$ cat src/rtl/fft_pkg.sv
// Shared constants and FSM state encoding for the FFT frame scheduler.
package fft_pkg;

  localparam int unsigned N_FFT = 512;
  localparam int unsigned M_FFT = $clog2(N_FFT);

  typedef enum logic [1:0] {
    F_IDLE = 2'd0,
    F_RUN  = 2'd1,
    F_HOLD = 2'd2
  } fft_sched_state_t;

endpackage

$ cat src/rtl/fft_sample_writer.sv
// Ping-pong sample bank writer: write pointer, bank select, full flags,
// registered RAM write port and the overrun counter.
module fft_sample_writer
  import fft_pkg::*;
#(
  parameter int unsigned BIT_WIDTH = 16,
  parameter int unsigned N         = N_FFT,
  parameter int unsigned M         = M_FFT
) (
  input  logic                 i_clk,
  input  logic                 i_rst_n,
  input  logic                 i_sample_valid,
  input  logic [BIT_WIDTH-1:0] i_sample,
  input  logic                 i_release,
  input  logic                 i_release_bank,
  output logic                 o_wr_en,
  output logic                 o_wr_bank,
  output logic [M-1:0]         o_wr_adr,
  output logic [BIT_WIDTH-1:0] o_wr_data,
  output logic [1:0]           o_full,
  output logic                 o_overrun,
  output logic [7:0]           o_overrun_count
);

  logic [M-1:0]         r_wr_ptr;
  logic                 r_wr_bank;
  logic [1:0]           r_full;
  logic                 r_wr_en;
  logic                 r_wr_bank_q;
  logic [M-1:0]         r_wr_adr;
  logic [BIT_WIDTH-1:0] r_wr_data;
  logic                 r_overrun;
  logic [7:0]           r_ovr_cnt;

  logic                 w_accept;
  logic                 w_drop;
  logic                 w_last;
  logic [1:0]           w_full_nxt;

  assign w_accept = i_sample_valid & ~r_full[r_wr_bank];
  assign w_drop   = i_sample_valid &  r_full[r_wr_bank];
  assign w_last   = (r_wr_ptr == M'(N - 1));

  // Full flags: set on the last accepted sample, cleared by the FSM release;
  // the two never address the same bank in one cycle.
  always_comb begin
    w_full_nxt = r_full;
    if (w_accept && w_last) w_full_nxt[r_wr_bank] = 1'b1;
    if (i_release)          w_full_nxt[i_release_bank] = 1'b0;
  end

  // Write pointer, active bank and full flags.
  always_ff @(posedge i_clk or negedge i_rst_n) begin
    if (!i_rst_n) begin
      r_wr_ptr  <= '0;
      r_wr_bank <= 1'b0;
      r_full    <= 2'b00;
    end else begin
      r_full <= w_full_nxt;
      if (w_accept) begin
        r_wr_ptr <= w_last ? '0 : r_wr_ptr + M'(1);
        if (w_last) r_wr_bank <= ~r_wr_bank;
      end
    end
  end

  // Registered RAM write port; address is the pre-increment pointer.
  always_ff @(posedge i_clk or negedge i_rst_n) begin
    if (!i_rst_n) begin
      r_wr_en     <= 1'b0;
      r_wr_bank_q <= 1'b0;
      r_wr_adr    <= '0;
      r_wr_data   <= '0;
    end else begin
      r_wr_en <= w_accept;
      if (w_accept) begin
        r_wr_bank_q <= r_wr_bank;
        r_wr_adr    <= r_wr_ptr;
        r_wr_data   <= i_sample;
      end
    end
  end

  // Sticky overrun flag and saturating drop counter.
  always_ff @(posedge i_clk or negedge i_rst_n) begin
    if (!i_rst_n) begin
      r_overrun <= 1'b0;
      r_ovr_cnt <= 8'd0;
    end else if (w_drop) begin
      r_overrun <= 1'b1;
      if (r_ovr_cnt != 8'hFF) r_ovr_cnt <= r_ovr_cnt + 8'd1;
    end
  end

  assign o_wr_en         = r_wr_en;
  assign o_wr_bank       = r_wr_bank_q;
  assign o_wr_adr        = r_wr_adr;
  assign o_wr_data       = r_wr_data;
  assign o_full          = r_full;
  assign o_overrun       = r_overrun;
  assign o_overrun_count = r_ovr_cnt;

endmodule

$ cat src/rtl/fft_frame_scheduler.sv
// Starts the FFT core on each full sample bank and holds the result
// until the readout side acknowledges it.
module fft_frame_scheduler
  import fft_pkg::*;
#(
  parameter int unsigned BIT_WIDTH = 16,
  parameter int unsigned N         = N_FFT,
  parameter int unsigned M         = $clog2(N)
) (
  input  logic                 i_clk,
  input  logic                 i_rst_n,
  input  logic                 i_sample_valid,
  input  logic [BIT_WIDTH-1:0] i_sample,
  output logic                 o_wr_en,
  output logic                 o_wr_bank,
  output logic [M-1:0]         o_wr_adr,
  output logic [BIT_WIDTH-1:0] o_wr_data,
  output logic                 o_fft_start,
  output logic                 o_fft_bank,
  input  logic                 i_fft_done,
  output logic                 o_result_ready,
  input  logic                 i_result_ack,
  output logic                 o_overrun,
  output logic [7:0]           o_overrun_count
);

  localparam logic [1:0] ST_IDLE = 2'(F_IDLE);
  localparam logic [1:0] ST_RUN  = 2'(F_RUN);
  localparam logic [1:0] ST_HOLD = 2'(F_HOLD);

  logic [1:0] r_state;
  logic       r_fft_start;
  logic       r_fft_bank;
  logic       r_next_bank;
  logic       r_result_ready;

  logic [1:0] w_state_nxt;
  logic       w_start_nxt;
  logic       w_fft_bank_nxt;
  logic       w_next_bank_nxt;
  logic       w_ready_nxt;
  logic       w_release;
  logic [1:0] w_full;

  fft_sample_writer #(
    .BIT_WIDTH (BIT_WIDTH),
    .N         (N),
    .M         (M)
  ) u_writer (
    .i_clk           (i_clk),
    .i_rst_n         (i_rst_n),
    .i_sample_valid  (i_sample_valid),
    .i_sample        (i_sample),
    .i_release       (w_release),
    .i_release_bank  (r_fft_bank),
    .o_wr_en         (o_wr_en),
    .o_wr_bank       (o_wr_bank),
    .o_wr_adr        (o_wr_adr),
    .o_wr_data       (o_wr_data),
    .o_full          (w_full),
    .o_overrun       (o_overrun),
    .o_overrun_count (o_overrun_count)
  );

  // Next-state and next-output logic; done/ack outside their states are ignored.
  always_comb begin
    w_state_nxt     = r_state;
    w_start_nxt     = 1'b0;
    w_fft_bank_nxt  = r_fft_bank;
    w_next_bank_nxt = r_next_bank;
    w_ready_nxt     = r_result_ready;
    w_release       = 1'b0;
    case (r_state)
      ST_IDLE: begin
        if (w_full[r_next_bank]) begin
          w_start_nxt    = 1'b1;
          w_fft_bank_nxt = r_next_bank;
          w_state_nxt    = ST_RUN;
        end
      end
      ST_RUN: begin
        if (i_fft_done) begin
          w_release   = 1'b1;
          w_ready_nxt = 1'b1;
          w_state_nxt = ST_HOLD;
        end
      end
      ST_HOLD: begin
        if (i_result_ack) begin
          w_ready_nxt     = 1'b0;
          w_next_bank_nxt = ~r_next_bank;
          w_state_nxt     = ST_IDLE;
        end
      end
      default: w_state_nxt = ST_IDLE;
    endcase
  end

  // State and registered FSM outputs.
  always_ff @(posedge i_clk or negedge i_rst_n) begin
    if (!i_rst_n) begin
      r_state        <= ST_IDLE;
      r_fft_start    <= 1'b0;
      r_fft_bank     <= 1'b0;
      r_next_bank    <= 1'b0;
      r_result_ready <= 1'b0;
    end else begin
      r_state        <= w_state_nxt;
      r_fft_start    <= w_start_nxt;
      r_fft_bank     <= w_fft_bank_nxt;
      r_next_bank    <= w_next_bank_nxt;
      r_result_ready <= w_ready_nxt;
    end
  end

  assign o_fft_start    = r_fft_start;
  assign o_fft_bank     = r_fft_bank;
  assign o_result_ready = r_result_ready;

endmodule

$ cat config.mk
export PLATFORM = sky130hd
export DESIGN_NAME = fft_frame_scheduler
export DESIGN_NICKNAME = d
export VERILOG_FILES = /design/src/rtl/fft_pkg.sv /design/src/rtl/fft_sample_writer.sv /design/src/rtl/fft_frame_scheduler.sv
export SDC_FILE = /design/constraint.sdc
export NUM_CORES = 1
export LEC_CHECK = 0
export CORE_MARGIN = 2
export CORE_UTILIZATION = 45
export DETAILED_ROUTE_END_ITERATION = 7
export PLACE_DENSITY = 0.75
export SLEW_MARGIN = 20
export SYNTH_ARGS = -nofsm -noshare
export SYNTH_HDL_FRONTEND = slang
export SYNTH_HIERARCHICAL = 1
export SYNTH_SLANG_ARGS = --single-unit
$ cat constraint.sdc
create_clock -name i_clk -period 3.6 [get_ports i_clk]
set_input_delay 0.54 -clock i_clk [delete_from_list [all_inputs] [get_ports i_clk]]
set_output_delay 0.54 -clock i_clk [all_outputs]
set_load 0.01 [all_outputs]
==> results of run 1 <==
==> logic make-up (layout without fill, tap and decap cells) <==
kind of cell	count (synthesis)	after routing	synth area share, %
AO/OA/AOI/OAI	27	27	8.17
XOR/XNOR	9	9	3.45
flip-flops	54	54	59.2
buffers and inverters	15	78	2.85
multiplexers	29	29	14.4
adder cells (fa/ha/maj)	3	3	1.64
AND/OR/NAND/NOR	44	44	10.3
==> routing by layer <==
layer	wire, µm	global-route usage [%]	part of all wire [%]	up-vias
met5	0	0	0	-
met4	75	7.02	1.8	0
met3	286	5.76	6.9	8
met2	1850	25.7	45	45
met1	1940	22.3	47	749
li1	-	-	-	767
==> flip-flops by register name, indices dropped and copies added, names as in the netlist, 2 cells and up <==
register,flops
u_writer/o_overrun_count,8
u_writer/r_wr_ptr,9
u_writer/o_wr_adr,9
u_writer/o_wr_data,16
r_state,2
u_writer/o_full,2
==> power groups by stage <==
stage / sequential, mW / clock (mW) / combinational [mW]
finish: 0.946 / 0.341 / 0.735
detailed placement: 0.958 / 0 / 0.744
floorplan: 0.989 / 0 / 0.348
CTS: 0.948 / 0.357 / 0.746
global placement: 0.954 / 0 / 0.723
global route: 0.979 / 0.381 / 0.820
==> worst max-delay path by stage <==
stage                                   endpoint                        startpoint  depth (start not counted)
2_1_floorplan   u_writer/r_wr_ptr[4]$_DFFE_PN0P_  u_writer/r_wr_ptr[2]$_DFFE_PN0P_                          7
6_report       u_writer/o_wr_data[6]$_DFFE_PN0P_                    i_sample_valid                          5
4_1_cts        u_writer/o_wr_data[6]$_DFFE_PN0P_    u_writer/r_wr_bank$_DFFE_PN0N_                          5
3_3_place_gp   u_writer/o_wr_data[7]$_DFFE_PN0P_                    i_sample_valid                          5
5_1_grt        u_writer/o_wr_data[3]$_DFFE_PN0P_    u_writer/r_wr_bank$_DFFE_PN0N_                          5
3_5_place_dp   u_writer/o_wr_data[1]$_DFFE_PN0P_                    i_sample_valid                          5
==> Yosys cell counts (2+ instances only) <==
cell / number / share of area, %
and3_1: 4 / 1.1
nand4_1: 2 / 0.55
a22oi_1: 2 / 0.66
o21ai_0: 7 / 1.5
xor2_1: 3 / 1.2
inv_1: 9 / 1.5
o41ai_1: 2 / 0.77
dfrtp_1: 54 / 59
clkbuf_1: 3 / 0.49
nor2b_1: 4 / 1.1
a21oi_1: 5 / 1.1
a31oi_1: 2 / 0.55
nand2b_1: 2 / 0.55
ha_1: 3 / 1.6
nand3_1: 7 / 1.5
nor3_1: 2 / 0.44
a221o_1: 2 / 0.88
mux2_2: 28 / 14
buf_4: 2 / 0.66
nor2_1: 3 / 0.49
nand2_1: 13 / 2.1
nor4_1: 2 / 0.55
xnor2_1: 6 / 2.3
==> through the flow <==
stage	hold WS, ns	area (µm²)	utilization, %
2_1_floorplan	0.244	2280	-
6_report	0.191	3030	62.8
5_1_grt	0.239	3030	62.8
4_1_cts	0.204	3030	62.8
3_5_place_dp	0.471	2940	60.9
3_3_place_gp	0.453	2940	60.9
==> cells in the final DEF, fill, tap and decap left out, types with 2 or more instances in the layout <==
cell type        netlist  final
nor2b_1                4      4
nand4_1                2      2
a31oi_1                2      2
nand2_1               13     13
nor3_1                 2      2
mux2_2                28     28
ha_1                   3      3
o41ai_1                2      2
a221o_1                2      2
nand2b_1               2      2
xnor2_1                6      6
o21ai_0                7      7
nand3_1                7      7
and3_1                 4      4
clkdlybuf4s50_1        0     58
a22oi_1                2      2
nor4_1                 2      2
dfrtp_1               54     54
clkbuf_8               0      6
buf_4                  2      2
xor2_1                 3      3
a21oi_1                5      5
nor2_1                 3      3
inv_1                  9      9
==> layout make-up <==
type / instances / area (µm²)
clock buffers: 7 / 86.3
clock inverters: 1 / 5.00
fillers: 407 / 1790
inverters: 9 / 33.8
multi-input cells: 112 / 866
flip-flops and latches: 54 / 1350
well taps: 67 / 83.8
repair buffers: 61 / 601
==> worst max-delay path: cells and delay by family <==
family / cells / cell delay [ns]
buf+inv: 3 / 1.37
mux: 1 / 0.41
simple gates: 1 / 0.08
==> results.yml, run 1 <==
worst_setup_path:
  critical_path_class: "in2reg"
  worst_setup_path_end_kind: "register"
  worstReg2RegEnd: "u_writer/o_wr_data[6]$_DFFE_PN0P_"
  rr_worst_depth: 5
  critical_path_arrival_ns: 2.41
  path_max_fanout: 24
  cp_slowest_cell: "clkdlybuf4s50_1"
  reg2reg_from: "u_writer/r_wr_bank$_DFFE_PN0N_"
  r2r_slack_ns: 1.39
  cpPeakStageDelay_ns: 0.62
  critPathLaunchType: "primary input"
  required_ns: 3.79
  worstPathCellList: "clkdlybuf4s50_1, nand2_1, buf_4, inv_1, mux2_2"
clocking:
  clk_latency_ns: 0.30
  post_cts_resized: 0
  htree_levels: 2
  cts_sinks: 54
  cts-root-buf: "clkbuf_8"
  cts_tree: "built"
  hold_buffers: 0
  cts_buffers: 5
  clkSlewWorstSetupHoldPaths_ns: 0.09
  cts_max_path_buffers: 2
  postCtsSetupRepairBufs: 0
pwr:
  p_per_area_nw_per_um2: 668
  switching_share_pct: 31.2
  comb_power_share_pct: 36.3
  p_int_mw: 1.39
  peakVddDrop_mv: 0.344
  power_frac_clock_pct: 16.9
  p_switching_mw: 0.632
  p_seq_share_pct: 46.8
  power.total_mw: 2.02
  p_leak_nw: 1.28
placed_design:
  io_buffers: 59
  gp_congestion: 0.735
  place_ws_ns: 1.04
  dpl.hpwl_um: 2960
  dp.cells: 303
logic_synthesis:
  seq_area_frac_synth_pct: 59.2
  synthFlopType: "dfrtp_1"
  synth_seq_cells: 54
  synth_area_um2: 2280
  synth_cell_type_count: 37
  synth.yosys.warnings: 6
  synth-edff-count: 0
  syn_nets: 205
  synthCells: 181
  syn_area_per_cell_um2: 12.6
  postSynth.asyncResetShare_pct: 100
cells_and_area:
  drive_above_1_share_pct: 18.0
  num_antenna_cells: 0
  nets: 267
  syn_to_final_growth_pct: 32.6
  stdcell_count: 311
sta:
  finClkSkew_ns: 0.00525
  slew_headroom_pct: 54.2
  drv_slew: 0
  tns_ns: 0
  post-route-period-util_pct: 61.6
  worst_slack_ns: 1.38
  tightestPinTransition_ns: 0.687
  rsz0062_at_grt: "false"
  final_period_minus_worst_setup_slack_ns: 2.22
  finalHoldViolations: 0
  setup_viol: 0
  max_freq_ghz: 0.451
detailed_routing:
  vias: 1569
  dr.first_iter.drc_count: 74
  drt-total-wl_um: 4150
  drc: 0
  detail_route.vias_per_cell: 5.05
  ant_nets: 0
  dr.pass1.iters: 4
  post_drt_wl_per_cell_um: 13.3
floorplanning:
  initial_core_util_pct: 47.4
  coreArea_um2: 4820
  rows: 25
  dieArea_um2: 5660
  ios: 60
  die_w_um: 75.2
  die_y_um: 75.2
global_routing:
  grt_max_degree: 32
  grt_pass1_wl_um: 7200
  antenna_found_initial: 0
  grt_usage_pct: 16.9
  overflow: 0
  first_global_vias: 1571
run_status:
  outcome: "complete, no violations"
run:
  cap_violations: 0
hold_path:
  hp-class: "in2async"
(Power assumes the default switching activity.)
==> run 2, diff against run 1 <==
==> constraint.sdc (replaced) <==
create_clock -name i_clk -period 2.2 [get_ports i_clk]
set_input_delay 0.33 -clock i_clk [delete_from_list [all_inputs] [get_ports i_clk]]
set_output_delay 0.33 -clock i_clk [all_outputs]
set_load 0.01 [all_outputs]
==> results.yml, run 2 (synthesis results as in run 1) <==
pwr:
  p_seq_share_pct: 46.4
  p_leak_nw: 1.29
  p_int_mw: 2.28
  p_switching_mw: 1.04
  p_per_area_nw_per_um2: 1090
  power_frac_clock_pct: 16.9
  comb_power_share_pct: 36.7
  switching_share_pct: 31.2
  peakVddDrop_mv: 0.574
floorplanning:
  die_y_um: 75.2
  rows: 25
  dieArea_um2: 5660
  initial_core_util_pct: 47.4
  die_w_um: 75.2
  coreArea_um2: 4820
  ios: 60
cells_and_area:
  drive_above_1_share_pct: 18.8
  final_util_pct: 63.3
  num_antenna_cells: 0
  largest_register_ffs: 16
  most-common-layout-cells: "clkdlybuf4s50_1 (58), dfrtp_1 (54), mux2_2 (28)"
  nets: 268
  syn_to_final_growth_pct: 33.7
  final_common_cell: "clkdlybuf4s50_1"
clocking:
  clkSlewWorstSetupHoldPaths_ns: 0.09
  htree_levels: 2
  cts-root-buf: "clkbuf_8"
  cts_tree: "built"
  cts_max_path_buffers: 2
  cts_buffers: 5
  hold_buffers: 0
  cts_sinks: 54
  post_cts_resized: 0
  clk_latency_ns: 0.31
  postCtsSetupRepairBufs: 0
global_routing:
  grt_pass1_wl_um: 6940
  overflow: 0
  antenna_found_initial: 0
  grt_max_degree: 33
  grt_usage_pct: 16.6
  first_global_vias: 1554
worst_setup_path:
  r2r_slack_ns: 0.25
  cp_slowest_cell: "ha_1"
  startpoint: "u_writer/r_wr_ptr[2]$_DFFE_PN0P_"
  crit_cells: 6
  worst-path-buf-inv: 0
  cpPeakStageDelay_ns: 0.48
  crit_family: "simple AND/OR/NAND/NOR gates"
  required_ns: 2.39
  worstReg2RegEnd: "u_writer/r_wr_ptr[4]$_DFFE_PN0P_"
  worstPathCellList: "and3_1, nand3_1, nor2_1, ha_1, nor2b_1, a221o_1"
  endpoint: "u_writer/r_wr_ptr[4]$_DFFE_PN0P_"
  path_max_fanout: 15
  rr_worst_depth: 6
  critical_path_class: "reg2reg"
  worst_setup_path_end_kind: "register"
  critical_path_arrival_ns: 2.14
  reg2reg_from: "u_writer/r_wr_ptr[2]$_DFFE_PN0P_"
  critPathLaunchType: "register"
run:
  cap_violations: 0
detailed_routing:
  detail_route.vias_per_cell: 5.10
  dr.first_iter.drc_count: 139
  post_drt_wl_per_cell_um: 13.5
  top_layer: "met4"
  ant_nets: 0
  drc: 0
  dr.pass1.iters: 4
  routed-wl-met2_um: 1990
  vias: 1590
  wl_met1_um: 1850
  drt-total-wl_um: 4200
  routed-wl-met3_um: 304
sta:
  max_freq_ghz: 0.514
  whs_ns: -0.00935
  tightestPinTransition_ns: 0.528
  finClkSkew_ns: 0.00773
  post-route-period-util_pct: 88.5
  slew_headroom_pct: 64.8
  rsz0062_at_grt: "false"
  final_period_minus_worst_setup_slack_ns: 1.95
  drv_slew: 0
  tns_ns: 0
  setup_viol: 0
  finalHoldViolations: 11
placed_design:
  gp_congestion: 0.718
  io_buffers: 59
  dpl.hpwl_um: 3060
run_status:
  outcome: "finished, violations left"
  violations: "hold timing"
hold_path:
  hp-class: "in2async"
## run 2: final cells by class
type                    instances  area [µm²]
clock buffers                   6        82.6
clock inverters                 2        12.5
fillers                       434        1770
inverters                       9        33.8
multi-input cells             112         866
flip-flops and latches         54        1350
well taps                      67        83.8
repair buffers                 62         621
## run 2: through the flow
step | setup slack, ns | power [mW] | cells | cell area (µm²)
floorplan | 0.437 | 2.19 | 181 | 2280
global placement | 0.275 | 2.75 | 304 | 2960
detailed placement | 0.231 | 2.79 | 304 | 2960
CTS | 0.229 | 3.37 | 312 | 3050
global route | 0.0306 | 3.56 | 312 | 3050
finish | 0.253 | 3.32 | 312 | 3050
## run 2: routing by layer
layer | vias up | track usage (%)
li1 | 768 | -
met2 | 50 | 25.4
met5 | - | 0
met1 | 766 | 21.4
met4 | 0 | 5.65
met3 | 6 | 6.83
## run 2: how the worst min path moves through the flow
stage | from | end | slack, ns | depth (start not counted)
finish | i_rst_n | u_writer/o_overrun_count[3]$_DFFE_PN0P_ | -0.009 | 1
global route | i_rst_n | u_writer/o_overrun_count[3]$_DFFE_PN0P_ | 0.01 | 1
CTS | i_rst_n | u_writer/o_overrun_count[3]$_DFFE_PN0P_ | 0.004 | 1
detailed placement | i_rst_n | u_writer/o_overrun_count[3]$_DFFE_PN0P_ | 0.34 | 1
global placement | i_rst_n | u_writer/o_overrun_count[3]$_DFFE_PN0P_ | 0.34 | 1
floorplan | i_rst_n | o_fft_bank$_DFFE_PN0P_ | 0.03 | 0
## run 2: power groups by stage
stage	Clock (mW)	Sequential, mW	Combinational, mW
final	0.561	1.54	1.22
after global routing	0.632	1.59	1.34
after CTS	0.588	1.55	1.24
after detailed placement	0	1.56	1.23
after global placement	0	1.55	1.20
after floorplan	0	1.62	0.569
